<file path="src/rtl/kernel_launcher_pkg.sv">
// Shared definitions for the kernel start/done initiator: launcher states,
// default geometry and the lane-slice helper for the packed init buses.
package kernel_host_pkg;

  localparam int DEF_DATA_W  = 64;
  localparam int DEF_N_ARGS  = 7;
  localparam int DEF_CNT_W   = 16;
  localparam int DEF_TIMEOUT = 1000;

  typedef enum logic [1:0] {
    COLLECT = 2'd0,
    LAUNCH  = 2'd1,
    WAIT    = 2'd2,
    RESP    = 2'd3
  } launch_state_e;

  // Lane i of a packed multi-operand bus starts at this bit.
  function automatic int lane_lsb(input int lane, input int width);
    return lane * width;
  endfunction

endpackage

</file>
<file path="src/rtl/kernel_launcher_if.sv">
// Operand stream, kernel start/done bus and response stream of one launcher.
// The slave view is the launcher itself; the master view is its surroundings.
interface kernel_launcher_if
  import kernel_host_pkg::*;
#(
  parameter int DATA_W = DEF_DATA_W,
  parameter int N_ARGS = DEF_N_ARGS,
  parameter int CNT_W  = DEF_CNT_W
);

  logic                     in_valid;
  logic                     in_ready;
  logic [DATA_W-1:0]        in_data;
  logic                     k_r_enable;
  logic [N_ARGS*DATA_W-1:0] k_init;
  logic                     k_w_enable;
  logic [DATA_W-1:0]        k_result;
  logic                     out_valid;
  logic                     out_ready;
  logic [DATA_W-1:0]        out_data;
  logic [CNT_W-1:0]         out_cycles;
  logic                     out_err;
  logic                     busy;

  modport master (
    output in_valid, in_data, k_w_enable, k_result, out_ready,
    input  in_ready, k_r_enable, k_init, out_valid, out_data, out_cycles, out_err, busy
  );

  modport slave (
    input  in_valid, in_data, k_w_enable, k_result, out_ready,
    output in_ready, k_r_enable, k_init, out_valid, out_data, out_cycles, out_err, busy
  );

endinterface

</file>
<file path="src/rtl/kernel_launcher.sv">
// Start/done initiator: gathers N_ARGS operands, launches one kernel run, then
// reports the result, the WAIT latency and a timeout flag on a response stream.
module kernel_launcher
  import kernel_host_pkg::*;
#(
  parameter int DATA_W  = DEF_DATA_W,
  parameter int N_ARGS  = DEF_N_ARGS,
  parameter int CNT_W   = DEF_CNT_W,
  parameter int TIMEOUT = DEF_TIMEOUT
) (
  input logic              clk,
  input logic              rst_n,
  kernel_launcher_if.slave bus
);

  localparam int IDX_W = (N_ARGS > 1) ? $clog2(N_ARGS) : 1;

  localparam logic [1:0] S_COLLECT = COLLECT;
  localparam logic [1:0] S_LAUNCH  = LAUNCH;
  localparam logic [1:0] S_WAIT    = WAIT;
  localparam logic [1:0] S_RESP    = RESP;

  logic [1:0]        state;
  logic [IDX_W-1:0]  idx;
  logic [CNT_W-1:0]  counter;
  logic              r_enable_q;
  logic [DATA_W-1:0] lanes [N_ARGS];
  logic              out_valid_q;
  logic [DATA_W-1:0] out_data_q;
  logic [CNT_W-1:0]  out_cycles_q;
  logic              out_err_q;

  // k_r_enable is raised on the edge that accepts the last operand, so it is
  // high for exactly the LAUNCH cycle; k_w_enable is only looked at in WAIT,
  // by which time the kernel has seen the pulse and dropped its old done flag.
  always_ff @(posedge clk or negedge rst_n) begin
    if (!rst_n) begin
      state        <= S_COLLECT;
      idx          <= '0;
      counter      <= '0;
      r_enable_q   <= 1'b0;
      for (int i = 0; i < N_ARGS; i++) lanes[i] <= '0;
      out_valid_q  <= 1'b0;
      out_data_q   <= '0;
      out_cycles_q <= '0;
      out_err_q    <= 1'b0;
    end else begin
      r_enable_q <= 1'b0;
      case (state)
        S_COLLECT: begin
          if (bus.in_valid) begin
            lanes[idx] <= bus.in_data;
            if (idx == IDX_W'(N_ARGS - 1)) begin
              idx        <= '0;
              r_enable_q <= 1'b1;
              state      <= S_LAUNCH;
            end else begin
              idx <= idx + IDX_W'(1);
            end
          end
        end
        S_LAUNCH: begin
          counter <= '0;
          state   <= S_WAIT;
        end
        S_WAIT: begin
          if (bus.k_w_enable) begin
            out_data_q   <= bus.k_result;
            out_cycles_q <= counter;
            out_err_q    <= 1'b0;
            out_valid_q  <= 1'b1;
            state        <= S_RESP;
          end else if (counter == CNT_W'(TIMEOUT - 1)) begin
            out_data_q   <= '0;
            out_cycles_q <= CNT_W'(TIMEOUT);
            out_err_q    <= 1'b1;
            out_valid_q  <= 1'b1;
            state        <= S_RESP;
          end else begin
            counter <= counter + CNT_W'(1);
          end
        end
        S_RESP: begin
          if (bus.out_ready) begin
            out_valid_q <= 1'b0;
            state       <= S_COLLECT;
          end
        end
        default: state <= S_COLLECT;
      endcase
    end
  end

  for (genvar g = 0; g < N_ARGS; g++) begin : g_lane
    assign bus.k_init[lane_lsb(g, DATA_W) +: DATA_W] = lanes[g];
  end

  assign bus.in_ready   = (state == S_COLLECT);
  assign bus.busy       = (state != S_COLLECT);
  assign bus.k_r_enable = r_enable_q;
  assign bus.out_valid  = out_valid_q;
  assign bus.out_data   = out_data_q;
  assign bus.out_cycles = out_cycles_q;
  assign bus.out_err    = out_err_q;

endmodule

</file>
<file path="src/flat_wrapper.sv">
// flat-port wrapper written by rule: the top's interface ports become plain ports
module kernel_launcher_flat import kernel_host_pkg::*;
#(
  parameter int DATA_W  = DEF_DATA_W,
  parameter int N_ARGS  = DEF_N_ARGS,
  parameter int CNT_W   = DEF_CNT_W,
  parameter int TIMEOUT = DEF_TIMEOUT
)
  (clk, rst_n, bus_in_valid, bus_in_data, bus_k_w_enable, bus_k_result, bus_out_ready, bus_in_ready, bus_k_r_enable, bus_k_init, bus_out_valid, bus_out_data, bus_out_cycles, bus_out_err, bus_busy);
  kernel_launcher_if #(.DATA_W(DATA_W), .N_ARGS(N_ARGS), .CNT_W(CNT_W)) bus_i ();
  input logic clk;
  input logic rst_n;
  input wire logic [$bits(bus_i.in_valid)-1:0] bus_in_valid;
  input wire logic [$bits(bus_i.in_data)-1:0] bus_in_data;
  input wire logic [$bits(bus_i.k_w_enable)-1:0] bus_k_w_enable;
  input wire logic [$bits(bus_i.k_result)-1:0] bus_k_result;
  input wire logic [$bits(bus_i.out_ready)-1:0] bus_out_ready;
  output wire logic [$bits(bus_i.in_ready)-1:0] bus_in_ready;
  output wire logic [$bits(bus_i.k_r_enable)-1:0] bus_k_r_enable;
  output wire logic [$bits(bus_i.k_init)-1:0] bus_k_init;
  output wire logic [$bits(bus_i.out_valid)-1:0] bus_out_valid;
  output wire logic [$bits(bus_i.out_data)-1:0] bus_out_data;
  output wire logic [$bits(bus_i.out_cycles)-1:0] bus_out_cycles;
  output wire logic [$bits(bus_i.out_err)-1:0] bus_out_err;
  output wire logic [$bits(bus_i.busy)-1:0] bus_busy;
  assign bus_i.in_valid = bus_in_valid;
  assign bus_i.in_data = bus_in_data;
  assign bus_i.k_w_enable = bus_k_w_enable;
  assign bus_i.k_result = bus_k_result;
  assign bus_i.out_ready = bus_out_ready;
  assign bus_in_ready = bus_i.in_ready;
  assign bus_k_r_enable = bus_i.k_r_enable;
  assign bus_k_init = bus_i.k_init;
  assign bus_out_valid = bus_i.out_valid;
  assign bus_out_data = bus_i.out_data;
  assign bus_out_cycles = bus_i.out_cycles;
  assign bus_out_err = bus_i.out_err;
  assign bus_busy = bus_i.busy;
  kernel_launcher #(.DATA_W(DATA_W), .N_ARGS(N_ARGS), .CNT_W(CNT_W), .TIMEOUT(TIMEOUT)) u_core (.clk(clk), .rst_n(rst_n), .bus(bus_i));
endmodule
</file>
<file path="config.mk">
export PLATFORM = sky130hd
export DESIGN_NAME = kernel_launcher_flat
export DESIGN_NICKNAME = d
export VERILOG_FILES = /design/src/rtl/kernel_launcher_pkg.sv /design/src/rtl/kernel_launcher_if.sv /design/src/rtl/kernel_launcher.sv /design/src/flat_wrapper.sv
export SDC_FILE = /design/constraint.sdc
export NUM_CORES = 1
export LEC_CHECK = 0
export CAP_MARGIN = 20
export CORE_AREA = 3 3 262 264
export DETAILED_ROUTE_END_ITERATION = 16
export DIE_AREA = 0 0 265 267
export GPL_TIMING_DRIVEN = 1
export PLACE_DENSITY = 0.69
export SLEW_MARGIN = 10
export SYNTH_ARGS = -nofsm -noshare
export SYNTH_HDL_FRONTEND = slang
export SYNTH_SLANG_ARGS = --single-unit
</file>
<file path="constraint.sdc">
create_clock -name clk -period 2.3 [get_ports clk]
set_input_delay 0.46 -clock clk [delete_from_list [all_inputs] [get_ports clk]]
set_output_delay 0.46 -clock clk [all_outputs]
set_load 0.01 [all_outputs]
</file>
==> impl_metrics.yaml <==
sta:
  worst_slew_pin_slew_ps: 610
  rsz0062_at_grt: "no"
  fin_crit_ps: 2180
  slew_violations: 0
  max_slew_margin: 0.593
  setup_viol_count_final: 0
  fin_skew_ps: 15.8
  fmax_mhz: 459
  worst_hold_slack_ps: 420
  period_share: 0.946
  finalSetupTns_ps: 0
  hold_viol_final: 0
power:
  peakVddDrop_uv: 843
  power.density_mw_per_mm2: 1370
  leakage_nw: 13.7
cts:
  clk_pin_slew_ps: 60
  clock_latency_ps: 590
  htreeDepth: 2
  clk_path_buf_depth: 3
  cts.sinks: 552
  cts-root-buf: "clkbuf_16"
  numCtsBuffers: 56
  cts_tree: "done"
drt:
  vias_per_cell: 4.74
  drtIter0Drc: 614
  drt_pass1_iterations: 4
  drc: 0
  vias: 13740
  antenna_left: 0
  wl_per_cell_um: 22.0
  drt_wl_total_um: 63700
cells_and_area:
  final_nets: 2125
  drive_gt1_frac: 0.291
  area_delta_synth_final_pct: 49.3
  fin_area_sq_mm: 0.0309
setup_path:
  crit_path_max_fanout: 5
  end_kind: "output port"
  worstSetupPathType: "flip-flop to output port"
  required_ps: 1840
  critPathLaunchType: "flip-flop"
  arrival_ps: 1720
grt:
  grt_max_degree: 85
  grt_pass1_wl_um: 94600
  antenna_found_initial: 0
  grt.overflow.total: 0
  first_global_vias: 14971
  grt_usage: 0.172
placement:
  gp_congestion: 0.828
  place_hpwl_um: 44600
  portBuffers: 665
  post_dp_cell_area_sq_mm: 0.0289
yosys:
  syn_inst: 1266
  synthTopCellsByArea: "dfrtp_1, mux2_2, a22o_1"
  ys_seq_area_frac: 0.668
  syn_nets: 1405
  ys_seq_elements: 552
  yosysWarnings: 0
  synth_top_cell_area_share: 0.668
  yosys.area.top_type: "dfrtp_1"
  syn-cell-area_sq_mm: 0.0207
  yosysUniqueCellTypes: 41
  syn_area_per_cell_sq_um: 16.3
floorplan:
  die_area_sq_mm: 0.0708
  die_w_um: 265
  die_h_um: 267
  start_util: 0.309
  core.rowCount: 95
  io_pins: 666
  core_area_sq_mm: 0.0668
hold_path:
  hold_path.class: "input pin to async pin"
run:
  maxCapViolCount: 0
status:
  status: "finished clean"
-- cells by family after synthesis --
family	synth area share
mux	0.247
buf+inv	0.0171
simple gates	0.0188
compound gates	0.0453
flops	0.668
fa+ha+maj	0.00363
-- power by group --
group / leakage (nW) / total [W] / switching [W] / internal (W)
Combinational: 5.68 / 0.0172 / 0.00676 / 0.0105
Sequential: 7.15 / 0.0161 / 0.00232 / 0.0138
Clock: 0.911 / 0.00895 / 0.00377 / 0.00518
-- flip-flops by register name, indices dropped and copies added, names as in the netlist --
register	cells
u_core.bus.k_r_enable	1
u_core.bus.out_cycles	16
u_core.bus.out_err	1
u_core.idx	3
u_core.bus.out_valid	1
u_core.counter	16
u_core.state	2
u_core.bus.out_data	64
u_core.bus.k_init	448
-- cell usage after synthesis --
cell,instances
a21o_1,2
a21oi_1,3
a22o_1,74
a2bb2oi_1,1
a31oi_1,1
and2_1,1
and3_1,1
and4_1,2
and4b_1,1
buf_2,19
buf_4,1
buf_6,6
clkbuf_1,45
dfrtp_1,552
ha_1,6
inv_1,4
mux2_1,34
mux2_2,415
mux2i_1,5
nand2_1,13
nand2b_1,4
nand3_1,11
nand3b_1,6
nand4_1,4
nand4b_1,1
nor2_1,8
nor2b_1,3
nor4_1,1
nor4_4,1
nor4b_1,1
o211ai_1,5
o21a_1,7
o21ai_0,3
o21ai_1,2
o311ai_0,3
o311ai_1,3
o31ai_1,3
o41ai_1,6
or2_1,1
or3_1,3
or4_1,4
-- repair_timing --
item | in CTS | in global routing
cloned | 0 | 2
pin swaps | 1 | 2
hold buffers | 1 | 0
resized for setup | 3 | 5
endpoints found under the setup margin | 100 | 124
setup buffers | 3 | 5
hold endpoints to repair | 35 | 0
-- per-stage QoR --
step	util	total power (W)	setup slack, ps	instances
3_3_place_gp	0.432	0.0331	-219	2790
5_1_grt	0.462	0.0445	22.3	2898
4_1_cts	0.460	0.0428	11.3	2891
6_report	0.462	0.0423	124	2899
3_5_place_dp	0.432	0.0336	-265	2790
2_1_floorplan	-	0.0226	5.36	1266
-- worst paths after layout --
kind                                                     from                                  end  slack, ps  depth (start not counted)
setup / recovery                  u_core.state[0]$_DFFE_PN0P_                             bus_busy        120                          5
hold / removal                                          rst_n   u_core.bus.k_init[356]$_DFFE_PN0P_        420                          2
setup reg to reg               u_core.counter[14]$_DFFE_PN0P_  u_core.bus.out_data[27]$_DFFE_PN0P_        130                          6
hold reg to reg            u_core.bus.k_init[326]$_DFFE_PN0P_   u_core.bus.k_init[326]$_DFFE_PN0P_        490                          1
max in group asynchronous                               rst_n    u_core.bus.k_init[28]$_DFFE_PN0P_        960                          3
min in group clk                             bus_k_result[61]  u_core.bus.out_data[61]$_DFFE_PN0P_        480                          2
-- metal layers --
| metal | up-vias | routed length, um | global-route usage |
|---|---|---|---|
| met2 | 495 | 32100 | 0.303 |
| met4 | 0 | 1380 | 0.0443 |
| met3 | 91 | 4550 | 0.0500 |
| met1 | 7110 | 25600 | 0.207 |
| met5 | - | 0 | 0 |
| li1 | 6044 | - | - |
-- cell type report --
type                            count  area (sq um)
Fill cell                        5836         35900
Clock inverter                     19           168
Tap cell                          873          1090
Inverter                            4          15.0
Antenna cell                        1          2.50
Sequential cell                   552         13800
Multi-Input combinational cell    639          6580
Clock buffer                       78          1640
Timing Repair Buffer              733          7550
-- cells in the final DEF, fill, tap and decap left out, drive strengths merged, types with 8 or more instances in the layout --
| cell | count |
|---|---|
| clkdlybuf4s50 | 662 |
| dfrtp | 552 |
| mux2 | 449 |
| clkbuf | 80 |
| a22o | 74 |
| buf | 66 |
| clkinv | 15 |
| nand2 | 13 |
| nand3 | 11 |
| nor2 | 8 |
-- worst max-delay path, cell delays in order (launching register included) --
cell           delay, ps
dfrtp_1              390
inv_2                 90
ha_2                 180
buf_4                150
inv_1                 40
dlygate4sd2_1        270
Power figures use the tool's default switching activity.
